## config.mk

```make
export PLATFORM = sky130hd
export DESIGN_NAME = imem_prog_loader
export DESIGN_NICKNAME = d
export VERILOG_FILES = /design/src/rtl/imem_prog_loader.sv
export SDC_FILE = /design/constraint.sdc
export NUM_CORES = 1
export LEC_CHECK = 0
export CAP_MARGIN = 20
export CORE_MARGIN = 4
export CORE_UTILIZATION = 40
export CTS_CLUSTER_SIZE = 12
export DETAILED_ROUTE_END_ITERATION = 12
export PLACE_DENSITY = 0.65
export SLEW_MARGIN = 30
export SYNTH_ARGS = -nofsm -noshare
export SYNTH_HDL_FRONTEND = slang
export SYNTH_SLANG_ARGS = --single-unit
```

## constraint.sdc

```tcl
create_clock -name clk -period 3.2 [get_ports clk]
set_input_delay 0.48 -clock clk [delete_from_list [all_inputs] [get_ports clk]]
set_output_delay 0.48 -clock clk [all_outputs]
set_load 0.02 [all_outputs]
```

## src/rtl/imem_prog_loader.sv

```systemverilog
// Instruction-memory reload sequencer: takes header + payload words from the UART
// programmer, writes them into imem and holds the CPU in reset around the reload.
module imem_prog_loader #(
   parameter int          AW        = 12,
   parameter int          BASE_ADDR = 0,
   parameter logic [15:0] MAGIC     = 16'hB007,
   parameter int          TIMEOUT   = 2_000_000,
   parameter int          HOLD_CYC  = 16
) (
   input  logic          clk,
   input  logic          Rst,
   input  logic [31:0]   prog_word,
   input  logic          prog_valid,
   input  logic [AW-1:0] cpu_addr,
   output logic [AW-1:0] imem_addr,
   output logic [31:0]   imem_din,
   output logic          imem_we,
   output logic          state_load_prog,
   output logic          cpu_rst,
   output logic          load_done,
   output logic          load_err
);

   localparam int          TW  = $clog2(TIMEOUT + 1);
   localparam int          HW  = $clog2(HOLD_CYC + 1);
   localparam logic [32:0] CAP = (33'd1 << AW) - 33'(BASE_ADDR);

   typedef enum logic [1:0] {IDLE, LOAD, HOLD} state_t;

   state_t        state;
   state_t        state_next;
   logic [AW-1:0] wr_addr;
   logic [15:0]   remaining;
   logic [TW-1:0] timer;
   logic [HW-1:0] hold_cnt;

   logic [15:0] hdr_len;
   logic        hdr_magic_ok;
   logic        hdr_len_ok;
   logic        accept;
   logic        last_write;
   logic        timer_expire;

   assign hdr_len      = prog_word[15:0];
   assign hdr_magic_ok = (prog_word[31:16] == MAGIC);
   assign hdr_len_ok   = ({17'd0, hdr_len} <= CAP);

   // remaining counts words still to be accepted, so it reads 0 during the last write
   assign accept       = (state == LOAD) && prog_valid && (remaining != 16'd0);
   assign last_write   = (state == LOAD) && imem_we && (remaining == 16'd0);
   assign timer_expire = (state == LOAD) && !prog_valid && (timer <= TW'(1));

   assign imem_addr       = (state == LOAD) ? wr_addr : cpu_addr;
   assign state_load_prog = (state == LOAD);

   always_ff @(posedge clk) begin
      if (Rst) state <= IDLE;
      else     state <= state_next;
   end

   always_comb begin
      state_next = state;
      unique case (state)
         IDLE: begin
            if (prog_valid && hdr_magic_ok) begin
               if (hdr_len == 16'd0)  state_next = HOLD;
               else if (hdr_len_ok)   state_next = LOAD;
            end
         end
         LOAD: begin
            if (last_write)        state_next = HOLD;
            else if (timer_expire) state_next = IDLE;
         end
         HOLD: begin
            if (hold_cnt == '0) state_next = IDLE;
         end
         default: state_next = IDLE;
      endcase
   end

   // hold_cnt is loaded so cpu_rst stays high exactly HOLD_CYC cycles after the load_done cycle
   always_ff @(posedge clk) begin
      if (Rst) begin
         wr_addr   <= AW'(BASE_ADDR);
         remaining <= '0;
         timer     <= '0;
         hold_cnt  <= '0;
         imem_we   <= 1'b0;
         imem_din  <= '0;
         cpu_rst   <= 1'b0;
         load_done <= 1'b0;
         load_err  <= 1'b0;
      end else begin
         imem_we   <= 1'b0;
         load_done <= 1'b0;
         unique case (state)
            IDLE: begin
               if (prog_valid) begin
                  if (hdr_magic_ok && hdr_len == 16'd0) begin
                     load_done <= 1'b1;
                     cpu_rst   <= 1'b1;
                     hold_cnt  <= HW'(HOLD_CYC);
                  end else if (hdr_magic_ok && hdr_len_ok) begin
                     remaining <= hdr_len;
                     wr_addr   <= AW'(BASE_ADDR);
                     timer     <= TW'(TIMEOUT);
                     load_err  <= 1'b0;
                     cpu_rst   <= 1'b1;
                  end else begin
                     load_err  <= 1'b1;
                  end
               end
            end
            LOAD: begin
               if (accept) begin
                  imem_we   <= 1'b1;
                  imem_din  <= prog_word;
                  remaining <= remaining - 16'd1;
                  if (remaining == 16'd1) load_done <= 1'b1;
               end
               if (imem_we) wr_addr <= wr_addr + AW'(1);
               if (prog_valid)           timer <= TW'(TIMEOUT);
               else if (timer != '0)     timer <= timer - TW'(1);
               if (last_write) begin
                  hold_cnt <= HW'(HOLD_CYC - 1);
               end else if (timer_expire) begin
                  load_err <= 1'b1;
                  cpu_rst  <= 1'b0;
               end
            end
            HOLD: begin
               if (hold_cnt == '0) cpu_rst  <= 1'b0;
               else                hold_cnt <= hold_cnt - HW'(1);
            end
            default: ;
         endcase
      end
   end

endmodule
```

==> run metrics, run 1 <==
CP Cell Sequence=inv_1, ha_2, buf_4, mux2_2, clkdlybuf4s50_1; worst path buffer plus inverter count=3; clk_skew=between 0.007 and 0.008 ns; GRT Total Usage=21.6%; CP Class=flip-flop to primary output; Final Hold Viols=0; CTS buffer count=9; Post-Synthesis Cells=641; Boundary Pins=96; Unique masters post-synth=around 70; CTS sink count=slightly above 90; Area contributors post-synth=dfxtp_1 (36%), a21oi_1 (9.0%), nand2_1 (7.8%); outcome=completed; Critical Path AT=2.33 ns; final setup fails=0; Reg2Reg Capture Point=imem_din[14]; DRC Markers=0; largest net degree at the start of global routing=71; worst r2r src=state[1]; gr ovfl total=0; dpl cell area=around 6300 um^2; worst hold start=imem_din[22]; Flop pwr share=between 40% and 50%; antenna violations before repair=0; Initial Utilization=a little over two fifths; P per Cell Area=around 370 nW/um^2; clk buf depth=2; switching power=roughly 600 uW; relative slew slack=about two fifths; footprint of the multi-input gates=about 3000 um^2; CTS tree=built; Skew-Pair Late Insertion Delay=about 0.35 ns; Syn Area/Cell=around 8 um^2; Worst-Margin Slew=between 0.9 and 1 ns; Routed Antenna Nets=0; most common cell after layout, fill and taps aside=nand2_1; Reg area=approximately 1800 um^2; Seq/Total Area, Yosys=a little over a third; Synth Register Bits=roughly 90; row cnt=40; vias per cell=just under 6; reg2reg setup slack=between 0.6 and 0.7 ns; Sw Share=about 24%; Clock transition at path regs=0.07 ns; hold_buf cts=0; Synth top area share=between 30% and 40%; filler instances=between 1000 and 1500; ys async rst share=0%; fmax=0.356 GHz; H-tree levels=3; largest area contributor in the netlist=dfxtp_1; Min-Delay Path Class=flip-flop to flip-flop; highest fanout seen on the critical path=39; nets=790; Die W=121 um; Crit-path slowest cell=clkdlybuf4s50_1; mapped cell area=around 5100 um^2; Pleak=2.26 nW; DIE AREA=about 15000 um^2; CP delay by family, top=buffers and inverters; CP endpoint kind=primary output; Buffers on Ports=between 90 and 100; WL final=15.8 mm; Detailed Route Iter0 Violations=390; cell count of the worst reg-to-reg path=8; largest stage delay on the critical path=between 0.5 and 0.6 ns; Final WS setup=just under 0.4 ns; Placeable Area=around 12000 um^2; Hold Crit Depth=2; Fin Setup TNS=0 ns; fin crit share=87.7%; share of layout cells above drive strength 1=between 10% and 20%; Ant. Diodes=0; Final Max Tran Viols=0; power share of the clock group=between 40 and 50%; syn nets=699; Layout area overhead=28.8%; Core Util, Final=a little over half; DR WL/cell=about 17 um; Finished Cell Area=approximately 6600 um^2; most frequent cells in the layout=nand2_1 (106), clkdlybuf4s50_1 (94), dfxtp_1 (92), a21oi_1 (91), nor2_1 (40); combinational share of power=8.7%; end of the worst hold path=imem_din[22]; first-pass GRT wire length=approximately 25 mm; Root Buffer=clkbuf_16; CP Launch Type=flip-flop; VDD IR-drop max=between 0.0002 and 0.00025 V; Post-synth EDFFs=0; Synth warnings=0; P_int=around 1.9 mW; Post-CTS Resized=0; RSZ-0062 raised after global routing=no; vias in the first global route=between 4000 and 5000; post-CTS setup buffer count=0; max cap viols=0; Fin Hold WS=around 0.46 ns; Final GP Congestion=a little under 0.9; First-pass DRT Iterations=5; Synth Flop Type=dfxtp_1; dpl ws=0.201 ns; HPWL after detailed placement=between 10 and 15 mm; min cycle time layout=roughly 2.8 ns; vias post-DR=5253; Die H=roughly 120 um; Worst EP required=approximately 2.7 ns
## registers in the layout, indices dropped and copies added, names as in the netlist
name / flops
imem_din: 32
timer: 21
remaining: 16
wr_addr: 12
hold_cnt: 5
state: 2
cpu_rst: 1
imem_we: 1
load_done: 1
load_err: 1
## power groups by stage
stage / registers (mW) / logic (mW) / clock network, mW
2_1_floorplan: 1.18 / 0.0908 / 0
3_3_place_gp: 1.18 / 0.208 / 0
3_5_place_dp: 1.18 / 0.211 / 0
4_1_cts: 1.15 / 0.212 / 1.11
5_1_grt: 1.15 / 0.227 / 1.16
6_report: 1.15 / 0.213 / 1.09
## routing by layer
layer | vias to the layer above | wire, um | track usage, %
li1 | 2552 | - | -
met1 | 2490 | 7000 | 27.9
met5 | - | 0 | 0
met2 | 183 | 7480 | 35.8
met4 | 0 | 451 | 9.21
met3 | 28 | 898 | 3.37
## Yosys cell counts (all sizes together) (2+ instances only)
cell,instances
a311oi,8
nor3,24
o211ai,8
nand3,20
buf,9
mux2,13
nand2,106
nor2,41
o22ai,3
inv,20
nand4,12
and4,2
or3,12
o31ai,8
nand2b,3
o21ai,32
dfxtp,92
nor4,17
o32ai,6
a31o,3
ha,11
or3b,4
a211oi,3
clkinv,2
or4,11
a31oi,7
and3,7
and4b,3
o41ai,6
and2,2
a21oi,92
clkbuf,27
a21o,2
a41oi,2
nand4b,2
o32a,2
nor2b,2
mux2i,4
or2,2
## per-stage QoR
| step | instances | power, mW |
|---|---|---|
| 2_1_floorplan | 641 | 1.27 |
| 3_3_place_gp | 889 | 1.38 |
| 3_5_place_dp | 889 | 1.39 |
| 4_1_cts | 905 | 2.48 |
| 5_1_grt | 905 | 2.53 |
| 6_report | 905 | 2.45 |
## worst min-delay path: cells and delay by family, from the launching register on
family / cells / cell delay, ns
compound gates: 1 / 0.05
simple gates: 1 / 0.05
flops: 1 / 0.31
## worst max path at each step
| stage | startpoint | endpoint | slack [ns] | cells after the start |
|---|---|---|---|---|
| final | state[1] | imem_addr[1] | 0.39 | 5 |
| after global routing | state[1] | imem_addr[9] | 0.33 | 5 |
| after CTS | state[1] | imem_addr[6] | 0.39 | 5 |
| after detailed placement | prog_word[4] | wr_addr[4] | 0.20 | 7 |
| after global placement | prog_word[15] | wr_addr[7] | 0.27 | 7 |
| after floorplan | state[1] | imem_addr[0] | 0.49 | 7 |
## logic make-up (layout without fill, tap and decap cells)
logic type | count (synthesis) | count (layout) | share of synthesized area (%)
fa+ha+maj | 11 | 11 | 2.71
simple gates | 274 | 274 | 29.0
compound gates | 188 | 188 | 23.6
flops | 92 | 92 | 36.2
buf+inv | 58 | 154 | 4.62
xor+xnor | 1 | 1 | 0.172
mux | 17 | 17 | 3.66
## cell type report
cell class                      count  share of cell area [%]
Sequential cell                    92                    28.1
Tap cell                          168                    3.21
Inverter                           22                    1.26
Clock buffer                        9                    3.44
Multi-Input combinational cell    491                    46.0
Timing Repair Buffer              116                    16.8
Clock inverter                      7                    1.18
No activity file was read; power rests on OpenSTA's default activity.
==> inputs of run 2 (changes only) <==
PLACE_DENSITY = 0.67   (was 0.65)
REMOVE_ABC_BUFFERS = 1   (was default)
SLEW_MARGIN = 20   (was 30)
clock period = 2.4 ns   (was 3.2 ns; I/O delays follow)
==> run 2 against run 1 <==
Effect of this change:
- clock skew fell by 0.0019 ns
- clock-buffer cell count did not move
- combinational power rose by 53%
==> run metrics, run 2 (synthesized netlist as in run 1, its figures left out) <==
Pleak=about 2.8 nW; Boundary Pins=96; Initial Utilization=a little over two fifths; Min-Delay Path Class=primary input to flip-flop; H-tree levels=3; Critical Path End=wr_addr[7]; Biggest register=imem_din; final setup fails=0; max cap viols=0; Ant. Diodes=0; First-pass DRT Iterations=7; WL final=about 16 mm; outcome=completed; filler instances=between 1000 and 1500; largest net degree at the start of global routing=59; Critical Path Source=prog_word[13]; largest stage delay on the critical path=approximately 0.53 ns; Regs by FF count=imem_din x32, timer x21, remaining x16; vias per cell=roughly 5.6; dpl cell area=6810 um^2; footprint of the multi-input gates=between 3000 and 4000 um^2; Core Util, Final=about three fifths; relative slew slack=64.3%; DIE AREA=around 15000 um^2; fmax=0.428 GHz; Root Buffer=clkbuf_16; worst r2r src=timer[10]; DRC Markers=0; highest fanout seen on the critical path=11; gr ovfl total=0; clk buf depth=2; DR WL/cell=16.0 um; final total power=3.40 mW; share of layout cells above drive strength 1=about a fifth; VDD IR-drop max=~0.00043 V; Finished Cell Area=just over 7000 um^2; antenna violations before repair=0; clk_skew=0.00519 ns; most frequent cells in the layout=nand2_1 (106), dfxtp_1 (92), a21oi_1 (90), buf_4 (88), clkdlybuf4s50_1 (66); Buffers on Ports=95; most common cell after layout, fill and taps aside=nand2_1; row cnt=40; Die W=approximately 120 um; CP Class=primary input to flip-flop; vias in the first global route=around 5200; vias post-DR=between 5000 and 6000; CP endpoint kind=flip-flop; Worst EP required=2.68 ns; min cycle time layout=2.34 ns; Layout area overhead=42.7%; GRT Total Usage=21.3%; fin crit share=between 90% and 100%; CTS sink count=92; Final Max Tran Viols=0; Die H=121 um; Fin Hold WS=between 0.3 and 0.4 ns; P per Cell Area=468 nW/um^2; Critical Path AT=about 2.6 ns; CP Cell Sequence=clkdlybuf4s50_1, or3_4, or2_1, nor3_2, a21oi_2, or4_1, a21oi_1; Cells after DPL=between 900 and 1000; Final Non-Filler Cells=just under 1000; Crit-path slowest cell=or4_1; Clock transition at path regs=about 0.070 ns; nets=roughly 860; Reg2Reg Capture Point=cpu_rst; first-pass GRT wire length=between 20 and 30 mm; Fin Setup TNS=0 ns; dpl ws=-0.395 ns; HPWL after detailed placement=between 10 and 15 mm; max reg flops=32; Final Hold Viols=0; CP Launch Type=primary input; CTS buffer count=9; reg2reg setup slack=~0.18 ns; Skew-Pair Late Insertion Delay=about 0.35 ns; cell count of the worst reg-to-reg path=6; CTS tree=built; Final GP Congestion=roughly 0.87; Placeable Area=between 10000 and 15000 um^2; Worst-Margin Slew=0.536 ns; Routed Antenna Nets=0; Detailed Route Iter0 Violations=about 440; Reg area=approximately 1800 um^2; Final WS setup=0.0611 ns
## run 2: power breakdown
group	internal [mW]	leakage [nW]	switching [mW]
combinational	0.163	1.88	0.161
clock	0.920	0.160	0.622
sequential	1.53	0.741	0.00426
total	2.61	2.78	0.788
## run 2: repair_timing
item	in CTS	in global routing
endpoints found under the hold margin	0	0
setup endpoints to repair	18	33
resized for setup	25	22
pin swaps	5	13
hold buffers	0	0
setup buffers	1	1
## run 2: critical path: cells and delay by family
kind                   cells  cell delay [ns]
buffers and inverters      1             0.52
AND/OR/NAND/NOR            4             1.41
AO/OA/AOI/OAI              2             0.33
## run 2: worst min-delay path by stage
stage,startpoint,to,slack (ns),depth (start not counted)
after floorplan,Rst,remaining[3],0.42,1
after global placement,imem_din[2],imem_din[2],0.44,2
after detailed placement,imem_din[14],imem_din[14],0.45,2
after CTS,imem_din[14],imem_din[14],0.46,2
after global routing,prog_word[15],imem_din[15],0.40,3
final,prog_word[15],imem_din[15],0.37,3
## run 2: area by class of cell
type / instances / share of cell area [%]
clock buffer: 9 / 3.10
clock inverter: 7 / 1.38
inverter: 22 / 1.14
multi-input combinational: 491 / 42.7
sequential: 92 / 25.4
tap: 168 / 2.90
timing repair buffer: 189 / 23.4
## run 2: routing by layer
layer  global-route usage (%)  share of wire, %  vias up
met5                        0                 0        -
met4                     7.44               2.5        0
met3                     4.26               6.1       27
met2                     37.3                50      184
met1                     26.0                42     2557
li1                         -                 -     2688
==> inputs of run 3 (changes only) <==
RECOVER_POWER = 25   (was default)
SLEW_MARGIN = default   (was 20)
==> run 3 against run 2 <==
Effect of this change:
- hold slack better by 0.0036 ns
- via count is 0.62% higher
- largest power group unchanged
- total power is 0.10% higher
- worst setup slack better by 0.0019 ns
- clock skew hardly changed
- register-to-register slack hardly changed
- clock-buffer cell count stayed put
- core utilization stayed put
- non-clock buffer count stayed put
- highest routed layer unchanged
- first-iteration DRC count is 10% lower
- critical path depth stayed put
==> run metrics, run 3 (synthesized netlist as in run 1, its figures left out) <==
outcome=completed; relative slew slack=64.2%; Min-Delay Path Class=primary input to flip-flop; Fin Setup TNS=0 ns; Final WS setup=between 0.06 and 0.07 ns; Biggest register=imem_din; CP endpoint kind=flip-flop; WL final=~16 mm; CTS buffer count=9; First-pass DRT Iterations=5; share of layout cells above drive strength 1=~20%; P per Cell Area=between 400 and 500 nW/um^2; Sw Share=between 20% and 30%; largest stage delay on the critical path=about 0.53 ns; most common cell after layout, fill and taps aside=nand2_1; combinational share of power=9.5%; vias in the first global route=about 5200; Crit-path slowest cell=or4_1; Worst-Margin Slew=approximately 0.54 ns; max cap viols=0; Fin Hold WS=about 0.37 ns; Final GP Congestion=roughly 0.87; Die H=approximately 120 um; CP Class=primary input to flip-flop; vias post-DR=5490; Regs by FF count=imem_din x32, timer x21, remaining x16; Final Hold Viols=0; Cells after DPL=960; DRC Markers=0; clk_skew=approximately 0.0053 ns; CP Launch Type=primary input; VDD IR-drop max=around 0.00043 V; Buffers on Ports=95; HPWL after detailed placement=between 10 and 15 mm; most frequent cells in the layout=nand2_1 (106), dfxtp_1 (92), a21oi_1 (90), buf_4 (88), nor2_1 (40); fin crit share=a little over nine tenths; Routed Antenna Nets=0; dpl ws=-0.395 ns; Critical Path AT=between 2 and 3 ns; DIE AREA=about 15000 um^2; Worst EP required=~2.7 ns; Die W=around 120 um; clk buf depth=2; H-tree levels=3; DR WL/cell=between 15 and 20 um; final setup fails=0; Layout area overhead=42.7%; CP Cell Sequence=clkdlybuf4s50_1, or3_4, or2_1, nor3_2, a21oi_2, or4_1, a21oi_1; final total power=roughly 3.4 mW; P_int=around 2.6 mW; hold_buf cts=0; Final Max Tran Viols=0; CTS sink count=between 90 and 100; Clock transition at path regs=around 0.07 ns; highest fanout seen on the critical path=11; Final Non-Filler Cells=978; min cycle time layout=approximately 2.3 ns; Finished Cell Area=between 7000 and 8000 um^2; Placeable Area=12200 um^2; Core Util, Final=between 50% and 60%; largest net degree at the start of global routing=59; Root Buffer=clkbuf_16; antenna violations before repair=0; switching power=791 uW; Ant. Diodes=0; CP delay by family, top=simple AND/OR/NAND/NOR gates; row cnt=40; vias per cell=5.61; max reg flops=32; Skew-Pair Late Insertion Delay=0.35 ns; GRT Total Usage=around a fifth; CTS tree=built; Boundary Pins=96; power share of the clock group=between 40% and 50%; Pleak=slightly below 3 nW; first-pass GRT wire length=between 20 and 30 mm; Detailed Route Iter0 Violations=just under 400; worst path buffer plus inverter count=1; Initial Utilization=41.7%; gr ovfl total=0; nets=863; fmax=between 0.4 and 0.5 GHz; Flop pwr share=a little under half; dpl cell area=just under 7000 um^2
==> run 3: layout make-up <==
cell class / instances / area, um^2
fillers: 1151 / 4950
multi-input cells: 491 / 3100
flip-flops and latches: 92 / 1840
repair buffers: 189 / 1700
clock buffers: 9 / 225
well taps: 168 / 210
clock inverters: 7 / 100
inverters: 22 / 82.6
==> run 3: what timing repair did <==
| action | 4_1_cts | 5_1_grt |
|---|---|---|
| endpoints found under the setup margin | 18 | 33 |
| resized for setup | 25 | 22 |
| hold endpoints to repair | 0 | 0 |
| pin swaps | 5 | 13 |
| setup buffers | 1 | 1 |
==> run 3: worst reg2reg max path, stage by stage, from the launching register on <==
cell,delay [ns]
dfxtp_1,0.37
nor4_4,0.33
nand3_2,0.19
or4_1,0.62
o21ai_2,0.24
a41oi_1,0.14
a311oi_1,0.25
==> run 3: worst paths after layout <==
kind / slack (ns) / depth (start not counted) / to / startpoint
max: 0.06 / 7 / wr_addr[7] / prog_word[13]
min: 0.37 / 3 / imem_din[15] / prog_word[15]
max reg2reg: 0.18 / 6 / cpu_rst / timer[10]
min reg2reg: 0.45 / 2 / imem_din[21] / imem_din[21]
==> run 3: routing by layer <==
metal	global-route usage, %	up-vias	wire length [um]
met1	26.0	2578	6550
met4	7.44	0	390
met3	4.26	25	929
met2	37.3	197	7790
li1	-	2690	-
met5	0	-	0
==> run 3: power groups by stage <==
stage | clock network, mW | logic, mW | registers (mW)
final | 1.55 | 0.324 | 1.53
after global routing | 1.65 | 0.349 | 1.53
after CTS | 1.58 | 0.324 | 1.53
after detailed placement | 0 | 0.329 | 1.57
after global placement | 0 | 0.325 | 1.57
after floorplan | 0 | 0.100 | 1.57
